`src/rtl/wb_core_bus_arbiter.sv`:
```
// rtl/wb_core_bus_arbiter.sv - round-robin Wishbone master-port arbiter with ACK steering and stall watchdog
module wb_core_bus_arbiter #(
    parameter int NUM_CORES     = 4,
    parameter int IDX_WIDTH     = 2,
    parameter int TIMEOUT_WIDTH = 8
) (
    input  logic                 Clock,
    input  logic                 Reset,
    input  logic [NUM_CORES-1:0] iCYC,
    input  logic [NUM_CORES-1:0] iSTB,
    input  logic                 ACK_I,
    output logic [NUM_CORES-1:0] oGNT,
    output logic [NUM_CORES-1:0] oACK,
    output logic [IDX_WIDTH-1:0] oOwner,
    output logic                 oBusy,
    output logic                 oTimeout,
    output logic [IDX_WIDTH-1:0] oTimeoutCore
);

    typedef enum logic [1:0] {
        IDLE,
        GRANT,
        HOLDOFF
    } state_t;

    localparam logic [TIMEOUT_WIDTH-1:0] CNT_MAX = {TIMEOUT_WIDTH{1'b1}};
    localparam logic [TIMEOUT_WIDTH-1:0] CNT_PRE = {{(TIMEOUT_WIDTH-1){1'b1}}, 1'b0};

    state_t                 state;
    state_t                 stateNext;
    logic [NUM_CORES-1:0]   mask;
    logic [IDX_WIDTH-1:0]   lastOwner;
    logic [TIMEOUT_WIDTH-1:0] wdCount;

    logic [NUM_CORES-1:0]   eligible;
    logic                   pickFound;
    logic [IDX_WIDTH-1:0]   pickIdx;
    logic [NUM_CORES-1:0]   pickOneHot;
    logic                   ownerCyc;
    logic                   ownerStb;
    logic                   expire;

    // Scan upward from the core after the last owner, wrapping at NUM_CORES.
    always_comb begin
        int                   sum;
        logic [IDX_WIDTH-1:0] cand;
        eligible   = iCYC & ~mask;
        pickFound  = 1'b0;
        pickIdx    = lastOwner;
        sum        = 0;
        cand       = '0;
        for (int k = 1; k <= NUM_CORES; k++) begin
            sum = int'(lastOwner) + k;
            if (sum >= NUM_CORES) begin
                sum = sum - NUM_CORES;
            end
            cand = IDX_WIDTH'(sum);
            if (!pickFound && eligible[cand]) begin
                pickFound = 1'b1;
                pickIdx   = cand;
            end
        end
        pickOneHot          = '0;
        pickOneHot[pickIdx] = 1'b1;
    end

    // Expiry fires on the increment that would land on all-ones, so an ACK that cycle wins.
    always_comb begin
        ownerCyc  = iCYC[oOwner];
        ownerStb  = iSTB[oOwner];
        expire    = (state == GRANT) && ownerStb && !ACK_I && (wdCount == CNT_PRE);
        stateNext = state;
        case (state)
            IDLE:    if (pickFound) stateNext = GRANT;
            GRANT:   if (expire || !ownerCyc) stateNext = HOLDOFF;
            HOLDOFF: stateNext = IDLE;
            default: stateNext = IDLE;
        endcase
    end

    always_ff @(posedge Clock) begin
        if (Reset) begin
            state        <= IDLE;
            oGNT         <= '0;
            oOwner       <= '0;
            oTimeout     <= 1'b0;
            oTimeoutCore <= '0;
            mask         <= '0;
            wdCount      <= '0;
            lastOwner    <= IDX_WIDTH'(NUM_CORES - 1);
        end else begin
            state    <= stateNext;
            oTimeout <= 1'b0;
            mask     <= mask & iCYC;
            case (state)
                IDLE: begin
                    wdCount <= '0;
                    if (pickFound) begin
                        oGNT   <= pickOneHot;
                        oOwner <= pickIdx;
                    end
                end
                GRANT: begin
                    if (expire) begin
                        oGNT         <= '0;
                        oTimeout     <= 1'b1;
                        oTimeoutCore <= oOwner;
                        mask[oOwner] <= 1'b1;
                        lastOwner    <= oOwner;
                    end else if (!ownerCyc) begin
                        oGNT      <= '0;
                        lastOwner <= oOwner;
                    end else if (ACK_I) begin
                        wdCount <= '0;
                    end else if (ownerStb && wdCount != CNT_MAX) begin
                        wdCount <= wdCount + 1'b1;
                    end
                end
                default: wdCount <= '0;
            endcase
        end
    end

    assign oACK  = oGNT & {NUM_CORES{ACK_I}};
    assign oBusy = |oGNT;

endmodule
```
`config.mk`:
```
export PLATFORM = sky130hd
export DESIGN_NAME = wb_core_bus_arbiter
export DESIGN_NICKNAME = d
export VERILOG_FILES = /design/src/rtl/wb_core_bus_arbiter.sv
export SDC_FILE = /design/constraint.sdc
export NUM_CORES = 1
export LEC_CHECK = 0
export CAP_MARGIN = 10
export CORE_MARGIN = 5
export CORE_UTILIZATION = 50
export DETAILED_ROUTE_END_ITERATION = 10
export PLACE_DENSITY = 0.84
export SYNTH_ARGS = -nofsm -noshare
export SYNTH_HDL_FRONTEND = slang
export SYNTH_SLANG_ARGS = --single-unit
```
`constraint.sdc`:
```
create_clock -name Clock -period 2.08 [get_ports Clock]
set_input_delay 0.416 -clock Clock [delete_from_list [all_inputs] [get_ports Clock]]
set_output_delay 0.416 -clock Clock [all_outputs]
set_load 0.05 [all_outputs]
```
==> flow_summary_export.csv, run 1 <==
group,metric,value,unit
final_layout,area_delta_synth_final,31.2,%
worst_setup_path,crit_buf_inv,1,
power_and_ir_drop,pwr_density_cell,742,nW/µm²
global_route,grt-busiest-layer,"met2",
place,place.gp.congestion,0.839,
global_route,gr-total-overflow,0,
global_route,grtUsageMet3,0.0545,
floorplanning,rows,18,
yosys,ys_seq_area_frac,0.380,
yosys,ys_seq_elements,25,
sta,period_share,0.939,
yosys,yosysTopAreaCell,"dfxtp_1",
place,hpwl,2.55,mm
power_and_ir_drop,pwr-share-clk,0.167,
place,port_buffers,24,
yosys,ys_warn_count,0,
clock_network,clock_latency,0.32,ns
sta,fin_skew,0.00989,ns
power_and_ir_drop,vdd_drop_max,544,µV
floorplanning,dieArea,3760,µm²
drt,ant_nets,0,
drt,firstDrtPassIters,4,
sta,max_freq,0.512,GHz
final_layout,drive_gt1_frac,0.191,
global_route,grt_pass1_vias,1330,
sta,rsz0062_at_grt,"no",
yosys,syn_inst,148,
clock_network,clkTransAtPathRegs,0.13,ns
global_route,grt_usage,0.198,
clock_network,clock_path_buffers,2,
floorplanning,core-area,2500,µm²
floorplanning,io_pins,25,
floorplanning,die_y,61.3,µm
power_and_ir_drop,p_total,1.28,mW
flow_run,drv_cap,0,
yosys,yosys-top-cells-area,"dfxtp_1 38%, a21oi_1 3.8%, mux4_2 3.4%",
clock_network,clock_tree.htree_level_count,1,
power_and_ir_drop,pwr-share-seq,0.432,
yosys,syn_area_per_cell,8.90,µm²
worst_setup_path,slowest_stage,"clkdlybuf4s50_1",
sta,finalHoldViolCount,0,
drt,vias,1281,
sta,worstMarginPinSlew,0.672,ns
sta,hold_slack,0.486,ns
sta,slew_headroom,0.546,
outcome,status,"finished clean",
worst_setup_path,crit_fanout,4,
worst_setup_path,cp.arrival,1.54,ns
yosys,synth_fp_nets,161,
global_route,grt_first_pass_wirelength,5.57,mm
clock_network,postCtsSetupBuffers,0,
sta,period_minus_slack,1.95,ns
place,placed_cell_area,1700,µm²
global_route,met1_usage,0.239,
sta,drv_slew,0,
power_and_ir_drop,pwr-share-comb,0.401,
sta,setup_viol,0,
drt,drt-initial-drc-count,47,
global_route,grt_max_degree,17,
final_layout,post-route-util,0.692,
clock_network,hold_buffers,0,
floorplanning,die_width,61.3,µm
yosys,yosys.area.top_type_share,0.380,
worst_setup_path,rrSetupSlack,0.25,ns
drt,drt-total-wl,3.27,mm
worst_setup_path,crit_required,1.66,ns
drt,vias_per_cell,6.01,
worst_setup_path,cp_top_family,"buffers and inverters",
floorplanning,start_util,0.527,
worst_hold_path,hp-class,"reg -> reg",
final_layout,final_area,1730,µm²
power_and_ir_drop,leakage,0.628,nW
drt,drc,0,
final_layout,antenna_cells,0,
clock_network,cts_resized,1,
place,dp_slack,-0.187,ns
clock_network,cts_root_buf,"clkbuf_4",
yosys,yosysUniqueCellTypes,42,
worst_setup_path,endpoint_kind,"output pin",
power_and_ir_drop,netSwitchingPower,482,µW
sta,layout_setup_ws,0.126,ns
clock_network,cts_num_sinks,25,
power_and_ir_drop,intPower,801,µW
clock_network,cts_tree,"yes",
worst_setup_path,crit_type,"reg -> out",
yosys,synthesis.area,1320,µm²
worst_setup_path,worstPathCellList,"clkdlybuf4s50_1",
drt,wl_per_cell,15.3,µm
worst_setup_path,max_stage_delay,0.83,ns
worst_setup_path,start_kind,"flop",
power_and_ir_drop,switching_share,0.376,
clock_network,cts_buffers,3,
final_layout,nNetsFinal,197,
global_route,antenna_found_initial,0,
global_route,use_met2,0.328,
==> state kept, by name (all words and copies together), names as in the netlist <==
name,cells
oGNT,4
lastOwner,2
oTimeout,1
oTimeoutCore,2
wdCount,8
oOwner,2
state,2
mask,4
==> Yosys cell counts, drive strengths merged <==
cell type	count
o22ai	2
nor2	12
nand2b	3
nand4	3
nor2b	6
nand3b	4
a22oi	1
a31o	2
mux4	2
nor4bb	2
and3b	1
o221ai	1
or3	6
or3b	1
a21oi	11
o32ai	2
nor3	6
o31a	1
a21o	2
and4	1
dfxtp	25
or4	5
o31ai	1
nand3	2
o211ai	1
inv	4
ha	2
and2	5
buf	2
o311ai	1
xnor2	2
mux2i	3
o41ai	2
nand2	10
clkbuf	4
or2	2
o21ai	8
==> stage by stage <==
step,instances,setup TNS [ns]
after CTS,213,0
after global placement,209,-1.28
final,213,0
after floorplan,148,0
after detailed placement,209,-2.19
after global routing,213,0
==> final timing paths <==
path	from	to	cells after the start
min	mask[2]	mask[2]	2
max	oGNT[2]	oGNT[2]	1
max reg2reg	oOwner[0]	wdCount[5]	5
min reg2reg	mask[2]	mask[2]	2
==> cell type report <==
cell class                      count  area (µm²)
Multi-Input combinational cell    113         771
Timing Repair Buffer               37         377
Fill cell                         208         771
Tap cell                           30        37.5
Inverter                            4        15.0
Clock buffer                        4        26.3
Sequential cell                    25         503
==> metal layers <==
layer,routed length [µm],vias up
li1,-,622
met1,1500,613
met2,1530,42
met3,192,4
met4,43,0
met5,0,-
==> power groups by stage <==
stage	sequential [mW]	combinational (mW)	clock, mW
after floorplan	0.615	0.278	0
after CTS	0.556	0.513	0.226
after global placement	0.563	0.501	0
after detailed placement	0.566	0.513	0
final	0.554	0.515	0.214
after global routing	0.562	0.548	0.248
==> cells by family after synthesis <==
| group | synth area share |
|---|---|
| AO/OA/AOI/OAI | 0.186 |
| XOR/XNOR | 0.0133 |
| adder cells (fa/ha/maj) | 0.0190 |
| buffers and inverters | 0.0351 |
| flip-flops | 0.380 |
| multiplexers | 0.0570 |
| AND/OR/NAND/NOR | 0.310 |
==> layout by cell type, fill, tap and decap left out, types with 2 or more instances in the layout <==
cell type | Yosys | layout
inv_1 | 4 | 4
nand2b_1 | 3 | 3
clkbuf_4 | 0 | 3
and2_1 | 5 | 5
dfxtp_1 | 25 | 23
clkdlybuf4s50_1 | 0 | 17
nor2_1 | 12 | 12
mux4_2 | 2 | 2
nand3b_1 | 4 | 4
nand3_1 | 2 | 2
nor3_1 | 6 | 6
dfxtp_2 | 0 | 2
a21o_1 | 2 | 2
nand4_1 | 2 | 2
mux2i_1 | 3 | 3
o21ai_0 | 7 | 7
nor2b_1 | 6 | 6
nor4bb_1 | 2 | 2
buf_12 | 0 | 4
ha_1 | 2 | 2
a31o_2 | 2 | 2
o22ai_1 | 2 | 2
or4_1 | 5 | 5
or3_1 | 6 | 6
buf_4 | 0 | 14
or2_2 | 2 | 2
nand2_1 | 10 | 10
a21oi_1 | 10 | 10
o32ai_1 | 2 | 2
xnor2_1 | 2 | 2
(Power assumes the default switching activity.)
==> run 2, diff against run 1 <==
- CORE_UTILIZATION: 50 -> 51
- PLACE_DENSITY: 0.84 -> 0.85
- SLEW_MARGIN: default -> 20
==> run 2 against run 1 <==
Clock skew up 0.0046 ns. Utilization up 2.0 points. Die area down 1.6%. First-iteration DRC count down 28%. Via count down 0.78%. Setup slack better by 0.0012 ns. Clock-buffer cell count unchanged. Sequential cell count unchanged. Maximum frequency about the same. Design area up 2.0%. Worst hold slack worse by 0.012 ns. Power up 2.2%. Critical path type unchanged. Largest cell class unchanged. Largest power group unchanged.
==> flow_summary_export.csv, run 2 (synthesized netlist as in run 1, its figures left out) <==
group,metric,value,unit
outcome,status,"finished clean",
sta,period_share,0.939,
sta,rsz0062_at_grt,"no",
worst_setup_path,endpoint_kind,"output pin",
sta,layout_setup_ws,0.127,ns
sta,drv_slew,0,
drt,drt-initial-drc-count,34,
drt,ant_nets,0,
place,port_buffers,24,
worst_setup_path,worstPathCellList,"clkdlybuf4s50_1",
clock_network,clock_path_buffers,2,
floorplanning,rows,18,
drt,wl_per_cell,15.2,µm
place,dp_slack,-0.153,ns
sta,period_minus_slack,1.95,ns
clock_network,cts_buffers,3,
global_route,gr-total-overflow,0,
floorplanning,die_width,60.8,µm
worst_setup_path,crit_required,1.66,ns
sta,worstMarginPinSlew,0.671,ns
place,place.gp.congestion,0.844,
clock_network,clock_tree.htree_level_count,1,
clock_network,clkTransAtPathRegs,0.14,ns
worst_setup_path,reg2reg_from,"oOwner[0]",
global_route,grt_first_pass_wirelength,5.51,mm
global_route,grt_usage,0.195,
final_layout,largest_reg_flops,8,
final_layout,antenna_cells,0,
drt,drt-total-wl,3.28,mm
global_route,grt_pass1_vias,1236,
floorplanning,die_y,60.8,µm
power_and_ir_drop,p_total,1.31,mW
final_layout,final_common_cell,"dfxtp_1",
clock_network,hold_buffers,0,
power_and_ir_drop,intPower,818,µW
global_route,grt_max_degree,19,
power_and_ir_drop,switching_share,0.377,
worst_setup_path,crit_buf_inv,1,
worst_setup_path,cp.arrival,1.54,ns
clock_network,postCtsSetupBuffers,0,
sta,finalHoldViolCount,0,
clock_network,cts_root_buf,"clkbuf_4",
floorplanning,dieArea,3700,µm²
power_and_ir_drop,pwr-share-seq,0.425,
final_layout,reg.largest.list,"wdCount: 8 flops, mask: 4 flops, oGNT: 4 flops",
drt,vias_per_cell,5.88,
power_and_ir_drop,leakage,0.644,nW
final_layout,drive_gt1_frac,0.204,
clock_network,cts_tree,"yes",
clock_network,cts_resized,0,
final_layout,area_delta_synth_final,33.9,%
power_and_ir_drop,vdd_drop_max,738,µV
flow_run,drv_cap,0,
final_layout,nNetsFinal,200,
place,hpwl,2.54,mm
worst_setup_path,start_kind,"flop",
power_and_ir_drop,pwr_density_cell,744,nW/µm²
worst_setup_path,max_stage_delay,0.82,ns
sta,setup_viol,0,
sta,fin_skew,0.0144,ns
power_and_ir_drop,netSwitchingPower,494,µW
floorplanning,io_pins,25,
clock_network,cts_num_sinks,25,
worst_setup_path,crit_type,"reg -> out",
floorplanning,start_util,0.532,
worst_hold_path,hp-class,"reg -> reg",
drt,drc,0,
final_layout,final_cell_mix,"23 x dfxtp_1, 18 x clkdlybuf4s50_1, 17 x buf_4",
worst_setup_path,crit_fanout,4,
worst_setup_path,cp_top_family,"buffers and inverters",
clock_network,clock_latency,0.32,ns
worst_hold_path,holdPathStages,2,
sta,max_freq,0.512,GHz
global_route,antenna_found_initial,0,
power_and_ir_drop,pwr-share-clk,0.165,
worst_hold_path,hold_start,"mask[2]",
drt,vias,1271,
final_layout,largest-register,"wdCount",
drt,firstDrtPassIters,4,
sta,slew_headroom,0.547,
worst_setup_path,slowest_stage,"clkdlybuf4s50_1",
worst_setup_path,cp.depth,1,
floorplanning,core-area,2480,µm²
worst_setup_path,cp-startpoint,"oGNT[0]",
power_and_ir_drop,pwr-share-comb,0.410,
worst_setup_path,ff2ff_path_depth,5,
-- run 2: cell count changes in the layout (fill, tap and decap cells not counted), sizes merged --
cell	change
clkdlybuf4s50	+1
buf	+3
dlygate4sd2	-1
-- run 2: final timing paths --
| check | endpoint | slack (ns) |
|---|---|---|
| setup reg to reg | wdCount[3] | 0.26 |
| hold / removal | mask[2] | 0.47 |
| hold reg to reg | mask[2] | 0.47 |
| setup / recovery | oGNT[0] | 0.13 |
-- run 2: through the flow --
stage / area (µm²) / util / TNS [ns] / hold WS (ns) / cells
3_3_place_gp: 1720 / 0.696 / -1.02 / 0.450 / 212
6_report: 1760 / 0.712 / 0 / 0.474 / 216
5_1_grt: 1760 / 0.712 / 0 / 0.493 / 216
2_1_floorplan: 1320 / - / 0 / 0.436 / 148
4_1_cts: 1750 / 0.707 / 0 / 0.477 / 216
3_5_place_dp: 1720 / 0.696 / -1.83 / 0.458 / 212
-- run 2: final cells by class --
type | instances | area [µm²]
clock buffer | 4 | 26.3
fill | 200 | 713
multi-input combinational | 113 | 782
sequential | 25 | 503
inverter | 4 | 15.0
tap | 30 | 37.5
timing repair buffer | 40 | 400
-- run 2: power by group through the flow --
stage	Sequential [mW]	Clock, mW	Combinational [mW]
finish	0.557	0.217	0.538
global route	0.565	0.243	0.574
CTS	0.557	0.219	0.527
detailed placement	0.568	0	0.524
global placement	0.564	0	0.512
floorplan	0.615	0	0.278
-- run 2: layer usage --
metal  share of wire  global-route usage
met4           0.016              0.0619
met3           0.031              0.0255
met5               0                   0
met1            0.43               0.227
met2            0.53               0.366
